$ cat src/rtl/alu_pkg.sv
// rtl/alu_pkg.sv - shared control codes, FSM encoding and helpers for the execute unit
package alu_pkg;

  localparam logic [3:0] ALU_AND = 4'b0000;
  localparam logic [3:0] ALU_OR  = 4'b0001;
  localparam logic [3:0] ALU_ADD = 4'b0010;
  localparam logic [3:0] ALU_SLL = 4'b0011;
  localparam logic [3:0] ALU_SRL = 4'b0100;
  localparam logic [3:0] ALU_SRA = 4'b0101;
  localparam logic [3:0] ALU_SUB = 4'b0110;
  localparam logic [3:0] ALU_SLT = 4'b0111;

  typedef enum logic [1:0] {
    IDLE  = 2'd0,
    SHIFT = 2'd1,
    DONE  = 2'd2
  } state_e;

  function automatic logic is_shift_op(input logic [3:0] code);
    return (code == ALU_SLL) || (code == ALU_SRL) || (code == ALU_SRA);
  endfunction

endpackage

$ cat src/rtl/alu_comb.sv
// rtl/alu_comb.sv - single-cycle logic/arithmetic ops and illegal-code detection
module alu_comb
  import alu_pkg::*;
#(
  parameter int XLEN = 32
) (
  input  logic [3:0]      control_i,
  input  logic [XLEN-1:0] a_i,
  input  logic [XLEN-1:0] b_i,
  output logic [XLEN-1:0] result_o,
  output logic            illegal_o
);

  logic slt_w;
  assign slt_w = ($signed(a_i) < $signed(b_i));

  always_comb begin
    result_o  = '0;
    illegal_o = 1'b0;
    case (control_i)
      ALU_AND: result_o = a_i & b_i;
      ALU_OR:  result_o = a_i | b_i;
      ALU_ADD: result_o = a_i + b_i;
      ALU_SUB: result_o = a_i - b_i;
      ALU_SLT: result_o = {{(XLEN-1){1'b0}}, slt_w};
      // Shifts are legal but iterate in the top level; nothing to compute here.
      ALU_SLL, ALU_SRL, ALU_SRA: result_o = '0;
      default: illegal_o = 1'b1;
    endcase
  end

endmodule

$ cat src/rtl/alu_exec_unit.sv
// rtl/alu_exec_unit.sv - multi-cycle execute unit with valid/ready handshakes and iterative shifter
module alu_exec_unit
  import alu_pkg::*;
#(
  parameter int XLEN = 32,
  parameter int SHW  = $clog2(XLEN)
) (
  input  logic            clk,
  input  logic            reset_n,
  input  logic            in_valid,
  output logic            in_ready,
  input  logic [3:0]      control_in,
  input  logic [XLEN-1:0] a,
  input  logic [XLEN-1:0] b,
  output logic            out_valid,
  input  logic            out_ready,
  output logic [XLEN-1:0] result,
  output logic            zero,
  output logic            illegal
);

  state_e            state_q, state_d;
  logic [XLEN-1:0]   result_q, result_d;
  logic              zero_q, zero_d;
  logic              illegal_q, illegal_d;
  logic [SHW-1:0]    cnt_q, cnt_d;
  logic [3:0]        op_q, op_d;

  logic [XLEN-1:0]   comb_result;
  logic              comb_illegal;
  logic [XLEN-1:0]   shift_next;
  logic [SHW-1:0]    shamt;

  assign shamt = b[SHW-1:0];

  alu_comb #(.XLEN(XLEN)) u_alu_comb (
    .control_i (control_in),
    .a_i       (a),
    .b_i       (b),
    .result_o  (comb_result),
    .illegal_o (comb_illegal)
  );

  // result_q doubles as the shift register while iterating.
  always_comb begin
    case (op_q)
      ALU_SLL: shift_next = {result_q[XLEN-2:0], 1'b0};
      ALU_SRL: shift_next = {1'b0, result_q[XLEN-1:1]};
      default: shift_next = {result_q[XLEN-1], result_q[XLEN-1:1]};
    endcase
  end

  always_comb begin
    state_d   = state_q;
    result_d  = result_q;
    zero_d    = zero_q;
    illegal_d = illegal_q;
    cnt_d     = cnt_q;
    op_d      = op_q;
    in_ready  = 1'b0;
    out_valid = 1'b0;
    case (state_q)
      IDLE: begin
        in_ready = 1'b1;
        if (in_valid) begin
          if (is_shift_op(control_in)) begin
            op_d      = control_in;
            illegal_d = 1'b0;
            result_d  = a;
            if (shamt == '0) begin
              zero_d  = (a == '0);
              state_d = DONE;
            end else begin
              cnt_d   = shamt;
              state_d = SHIFT;
            end
          end else begin
            result_d  = comb_result;
            illegal_d = comb_illegal;
            zero_d    = (comb_result == '0);
            state_d   = DONE;
          end
        end
      end
      SHIFT: begin
        result_d = shift_next;
        cnt_d    = cnt_q - SHW'(1);
        if (cnt_q == SHW'(1)) begin
          zero_d  = (shift_next == '0);
          state_d = DONE;
        end
      end
      DONE: begin
        out_valid = 1'b1;
        if (out_ready) begin
          state_d = IDLE;
        end
      end
      default: state_d = IDLE;
    endcase
  end

  always_ff @(posedge clk or negedge reset_n) begin
    if (!reset_n) begin
      state_q   <= IDLE;
      result_q  <= '0;
      zero_q    <= 1'b0;
      illegal_q <= 1'b0;
      cnt_q     <= '0;
      op_q      <= ALU_SLL;
    end else begin
      state_q   <= state_d;
      result_q  <= result_d;
      zero_q    <= zero_d;
      illegal_q <= illegal_d;
      cnt_q     <= cnt_d;
      op_q      <= op_d;
    end
  end

  assign result  = result_q;
  assign zero    = zero_q;
  assign illegal = illegal_q;

endmodule

$ cat config.mk
export PLATFORM = sky130hd
export DESIGN_NAME = alu_exec_unit
export DESIGN_NICKNAME = d
export VERILOG_FILES = /design/src/rtl/alu_pkg.sv /design/src/rtl/alu_comb.sv /design/src/rtl/alu_exec_unit.sv
export SDC_FILE = /design/constraint.sdc
export NUM_CORES = 1
export LEC_CHECK = 0
export BUFFER_PORTS_ARGS = -buffer_cell sky130_fd_sc_hd__buf_2
export CAP_MARGIN = 20
export CELL_PAD_IN_SITES_DETAIL_PLACEMENT = 1
export CELL_PAD_IN_SITES_GLOBAL_PLACEMENT = 1
export CORE_ASPECT_RATIO = 0.6
export CORE_MARGIN = 4
export CORE_UTILIZATION = 35
export CTS_CLUSTER_SIZE = 24
export DETAILED_ROUTE_END_ITERATION = 6
export PLACE_DENSITY_LB_ADDON = 0.3
export SLEW_MARGIN = 20
export SYNTH_ARGS = -nofsm -noshare
export SYNTH_HDL_FRONTEND = slang
export SYNTH_HIERARCHICAL = 1
export SYNTH_SLANG_ARGS = --single-unit
$ cat constraint.sdc
create_clock -name clk -period 5.05 [get_ports clk]
set_clock_uncertainty 0.2 [all_clocks]
set_input_delay 0.2525 -clock clk [delete_from_list [all_inputs] [get_ports clk]]
set_output_delay 0.2525 -clock clk [all_outputs]
set_load 0.005 [all_outputs]
## Yosys cells after proc, flatten, opt, wreduce, memory -nomap -nowiden

Index checks and enable logic that the tools add are counted.

| word-level totals | value |
|---|---|
| register bits | 45 |
| input bits | 72 |
| output and inout port bits | 36 |
| logic and storage cells | 70 |

| cells by class | value |
|---|---|
| add/subtract/negate cells | 3 |
| $lt $le $gt $ge | 1 |
| equality and inequality tests | 18 |
| muxes and demuxes | 24 |
| bitwise logic cells | 2 |
| reductions and logical operators | 16 |

Operators with widths:

| operator | number |
|---|---|
| 32-bit case mux with 5 select lines | 1 |
| 32-bit case mux with 2 select lines | 2 |
| 32-bit logical NOT | 3 |
| 32-bit two-way mux | 2 |
| 32-bit adder | 1 |
| 32-bit AND | 1 |
| 32-bit less-than comparator | 1 |
| 32-bit OR | 1 |
| 32-bit subtractor | 1 |
| 4-bit by 3-bit == test with 1-bit output, second input constant | 5 |
| 5-bit two-way mux | 3 |
| 4-bit by 2-bit == test with 1-bit output, second input constant | 3 |
| 2-bit two-way mux | 5 |
| 2-bit != test, second input constant | 5 |
| 5-bit case mux with 2 select lines | 1 |
| 1-bit two-way mux | 8 |
| 4-bit AND reduction | 2 |
| 8-bit OR reduction | 1 |
| 2-bit case mux with 3 select lines | 1 |
| 3-bit AND reduction | 2 |
| 5-bit by 1-bit == test with 1-bit output, second input constant | 1 |
| 5-bit logical NOT | 1 |
| 5-bit by 1-bit subtractor with 5-bit output, second input constant | 1 |
| 4-bit by 1-bit == test with 1-bit output, second input constant | 1 |
| other kinds (9) | 11 |

## Longest topological paths before layout

| logic depth | value |
|---|---|
| depth after elaboration | 6 |
| mapped depth | 18 |
| depth with buffers taken out | 18 |

## By module

Netlist, hierarchy kept.

Modules (own cells, without submodules):

| module | times used | cells an instance | area an instance (um2) | sequential area each (um2) |
|---|---|---|---|---|
| alu_comb | 1 | 670 | 4,561.9 | 0.0 |
| alu_exec_unit | 1 | 309 | 3,041.7 | 1,128.6 |

## Worst setup path after synthesis

OpenSTA, ideal clock, no wires.

| timing | value |
|---|---|
| path kind | in2reg |
| start point | input a[0] |
| end point | register zero_q (netlist: zero) |
| setup time | 0.087 ns |
| arrival | 3.564 ns |
| data required time | 4.763 ns |
| slack | 1.200 ns |
| cell stages on the path | 18 |
| path buffers | 0 |
| cells stage by stage | inv_1 -> ha_1 -> fa_1 -> nor2_1 -> o311ai_1 -> a311oi_1 -> and3_1 -> o21ai_1 -> and2_1 -> o31ai_1 -> a21boi_1 -> a221oi_1 -> o221ai_1 -> nor4_1 -> nand4_1 -> nor4_1 -> o211ai_1 -> o211ai_1 |

| between the ends | value |
|---|---|
| cells in the longest elaborated chain, start to end | 6 |
| elaborated cells on any way between the ends | 12 |
| classes of those cells | add/sub (2); order compare (1); mux (5); bitwise (2); reduce/logical (2) |

Ends and longest elaborated chain:

| what | RTL line | source |
|---|---|---|
| from (decl) | alu_exec_unit.sv:13 | `input logic [XLEN-1:0] a,` |
| 32-bit subtractor / 32-bit adder (equally long branches) | alu_comb.sv:24, alu_comb.sv:23 |  |
| 32-bit case mux with 5 select lines * | alu_comb.sv:20 | `case (control_i)` |
| named net comb_result[24] | alu_exec_unit.sv:29 | `logic [XLEN-1:0] comb_result;` |
| 32-bit logical NOT * | alu_exec_unit.sv:80 | `zero_d = (comb_result == '0);` |
| 1-bit two-way mux * | alu_exec_unit.sv:66 | `if (is_shift_op(control_in)) begin` |
| 1-bit two-way mux * | alu_exec_unit.sv:65 | `if (in_valid) begin` |
| 1-bit case mux with 2 select lines * | alu_exec_unit.sv:62 | `case (state_q)` |
| to (signal assigned) | alu_exec_unit.sv:114 | `zero_q <= zero_d;` |
| to (decl) | alu_exec_unit.sv:24 | `logic zero_q, zero_d;` |

The timed path passes the listed nets; every way through them passes the cells marked *. The select of a mux whose other input is x is not followed.
A chain may end at the register's enable or synchronous reset.

## Final worst setup path

| timing | value |
|---|---|
| start point | input b[0] |
| end point | register zero_q (netlist: zero) |

| between the ends | value |
|---|---|
| cells in the longest elaborated chain, start to end | 6 |
| elaborated cells on any way between the ends | 13 |
| classes of those cells | add/sub (2); order compare (1); eq/ne (1); mux (4); bitwise (2); reduce/logical (3) |

Ends and longest elaborated chain:

| what | RTL line | source |
|---|---|---|
| from (decl) | alu_exec_unit.sv:14 | `input logic [XLEN-1:0] b,` |
| 32-bit subtractor / 32-bit adder (equally long branches) | alu_comb.sv:24, alu_comb.sv:23 |  |
| 32-bit case mux with 5 select lines * | alu_comb.sv:20 |  |
| named net comb_result[30] | alu_exec_unit.sv:29 |  |
| 32-bit logical NOT * | alu_exec_unit.sv:80 |  |
| 1-bit two-way mux * | alu_exec_unit.sv:66 |  |
| 1-bit two-way mux * | alu_exec_unit.sv:65 |  |
| 1-bit case mux with 2 select lines * | alu_exec_unit.sv:62 |  |

Marked as above.

==> summary.txt <==
Worst setup path
  • Crit end category: register
  • R2r worst-path depth: 6
  • WS Path Type: input port to register
  • CP Max Fanout: 6
  • Crit path DAT: 4.90 ns
  • Worst r2r src: op_q[0]$_DFFE_PN1P_
  • Startpoint type of the worst setup path: input port
  • Required time of the critical path: 5.07 ns
  • RR Endpoint: result[11]$_DFFE_PN0P_
  • R2R Setup Slk: 2.38 ns

Clock tree
  • Clock Sinks: 45
  • Clock Tree Root: clkbuf_16
  • Max clock buf depth: 2
  • Num CTS Buffers: 5
  • CTS clock-pin slew for the worst setup and hold paths: 0.07 ns
  • Clock latency at the later pin of the worst-skew pair: 0.30 ns
  • CTS tree: yes
  • # Post-CTS Setup Buffers: 0
  • H-tree lvl count: 2

Global routing
  • Largest net degree at the start of global routing: 65
  • Gr usage total: 25.0%
  • Initial antenna violation count: 0
  • Vias in the first global route: 8,219
  • Gr ovfl total: 0
  • First-pass GRT wire length: 48.4 mm

Worst hold path
  • Min-Delay Path Class: input port to register
  • Worst hold stages: 2
  • WHS Endpoint: op_q[1]$_DFFE_PN1P_
  • Worst hold start: control_in[2]

Detailed routing
  • Total length of routed wires: 30.7 mm
  • Initial DRT Pass Iterations: 5
  • Initial drt markers: 863
  • Via/cell ratio: 6.15
  • Wire length per cell: 23.0 um
  • Remaining routing DRC violations: 0
  • Detailed-route via count: 8,209
  • DRT antenna net count: 0

Finish
  • Layout area overhead: 12.2%
  • Most frequent cells in the layout: 107 x buf_2, 101 x ha_1, 93 x inv_1, 79 x nor2_1, 69 x a21oi_1
  • Reg area: 1130 um^2
  • Final Core Density: 40.3%
  • Final-stage net count: 1,229
  • Most common cell after layout, fill and taps aside: buf_2
  • Post-route insts no fill: 1,334
  • N_diodes: 0
  • Fillcell total: 2,655
  • Share of layout cells above drive strength 1: 16.0%
  • Multi-input gate area: 5880 um^2

Placed design
  • Setup slack at placement: -0.0551 ns
  • Port Buffer Count: 107
  • DP HPWL: 23.7 mm
  • GPL Wtd Cong: 0.953
  • Placed Cells: 1,324

Yosys
  • Async set-or-reset flop fraction in the synthesized netlist: 100%
  • Sequential share of the synthesized area: 14.8%
  • Synth Register Bits: 45
  • Post-synth cell types: 80
  • Syn Nets: 1,154
  • Synthesized cell area: 7600 um^2
  • Post-synth EDFFs: 0
  • Post-synthesis cell count: 979
  • Warnings, synthesis: 6
  • Ys flop type: dfrtp_1
  • Mean Syn Cell Area: 7.77 um^2

Power
  • Peak VDD IR: 0.128 mV
  • PwrDens: 294 nW/um^2
  • Leakage power: 3.98 nW

Timing
  • Worst Hold Slack: 0.0896 ns
  • Measured slew at the worst slew-check pin: 1.15 ns
  • Finish-stage setup viols: 0
  • Rel. slew slack: 23.0%
  • Fin worst setup slack: 0.169 ns
  • Max Slew Vio Count: 0
  • FMAX: 205 MHz
  • RSZ-0062 raised after global routing: false
  • Fin crit share: 96.7%
  • Clock period minus final worst setup slack: 4.88 ns
  • Final Hold Viols: 0

Die
  • Area of the die: 24,200 um^2
  • Die Height: 122 um
  • # IOs: 108
  • Die Wd: 198 um
  • Core area: 21,200 um^2
  • Row count: 41
  • Starting Density: 35.9%

Outcome
  • Run status: complete, no violations

Flow run
  • Max Cap Viol: 0
## final cells by class
class / count / share of cell area, %
Inverter: 93 / 4.09
Clock buffer: 6 / 1.51
Clock inverter: 2 / 0.176
Multi-Input combinational cell: 784 / 69.0
Timing Repair Buffer: 125 / 7.92
Sequential cell: 45 / 13.2
Tap cell: 279 / 4.09
## per-layer routing
metal	routed length (um)	global-route usage, %	vias to the layer above	share of wire (%)
li1	-	-	3820	-
met1	15100	38.6	4068	49
met2	12900	37.1	304	42
met3	2470	5.09	17	8.1
met4	179	2.54	0	0.58
met5	0	0	-	0
## report_power, final
| part | internal [mW] | total (mW) | switching (mW) |
|---|---|---|---|
| clock network | 0.185 | 0.349 | 0.165 |
| registers | 0.517 | 0.765 | 0.247 |
| logic | 0.571 | 1.39 | 0.821 |
| total | 1.27 | 2.51 | 1.23 |
## worst max-delay path by stage
stage / start / end / slack (ns)
6_report: b[0] / zero$_DFFE_PN0P_ / 0.17
2_1_floorplan: a[0] / zero$_DFFE_PN0P_ / 1.20
3_3_place_gp: b[0] / zero$_DFFE_PN0P_ / 0.009
4_1_cts: a[0] / zero$_DFFE_PN0P_ / 0.22
3_5_place_dp: a[0] / zero$_DFFE_PN0P_ / -0.06
5_1_grt: b[0] / zero$_DFFE_PN0P_ / 0.006
## repair_timing
action / CTS / global route
setup endpoints to repair: 0 / 1
endpoints found under the hold margin: 44 / 0
gates resized for setup: 0 / 2
hold buffers: 2 / 0
## cell families after synthesis
logic type                 share of synthesized area (%)
AOI/OAI and AO/OA                                   31.9
xor gates and xnor gates                           0.576
adders and majority gates                           17.1
buffers and inverters                               8.13
DFF                                                 14.8
muxes                                               8.33
and+or+nand+nor                                     19.1
## state kept, by name, summed over array words and instances, names as in the netlist
register  count
op_q          4
cnt_q         5
state_q       2
illegal       1
zero          1
result       32
## per-stage QoR
step           setup TNS, ns  instance area (um^2)  power [mW]
2_1_floorplan              0                  7600        1.59
3_3_place_gp               0                  8350        2.09
3_5_place_dp         -0.0551                  8350        2.12
4_1_cts                    0                  8520        2.48
5_1_grt                    0                  8530        2.70
6_report                   0                  8530        2.51
## synth_stat cells, drive strengths merged, types with 4 or more instances
master   number  area (um^2)
nand4        11         68.8
o21bai       22          165
a2111oi       4         60.1
a21o         16          120
nor2         79          297
a221o         5         51.3
nand3        38          190
o22ai        21          131
o221ai       50          438
ha          101         1260
nor3         15         75.1
mux2i        61          611
o211ai       11         87.6
nand2b       16          108
o31ai         6         45.0
dfrtp        43         1080
a211oi        5         37.5
a221oi       21          184
nor4         29          181
nor2b         9         56.3
o311ai        4         35.0
and3          4         25.0
buf          19          123
o21ai        41          213
inv          93          349
a21oi        72          379
and2         11         71.3
clkbuf       38          146
nand2        58          218
o221a         6         67.6
a31oi         9         86.3
a211o         8         71.3
a21boi        4         30.0
## worst max-delay path, stage by stage
cell       delay, ns
buf_2           0.15
ha_1            0.28
inv_1           0.08
fa_1            0.41
nor2b_1         0.21
o2111ai_1       0.17
a211o_1         0.32
a21oi_2         0.24
a2111oi_2       0.17
o41ai_4         0.50
a31oi_1         0.19
xnor2_1         0.17
a221oi_1        0.27
o21ai_1         0.15
nor4_1          0.52
nand4_1         0.17
nor4_1          0.35
o211ai_1        0.16
o211ai_1        0.10
(Power assumes the default switching activity.)
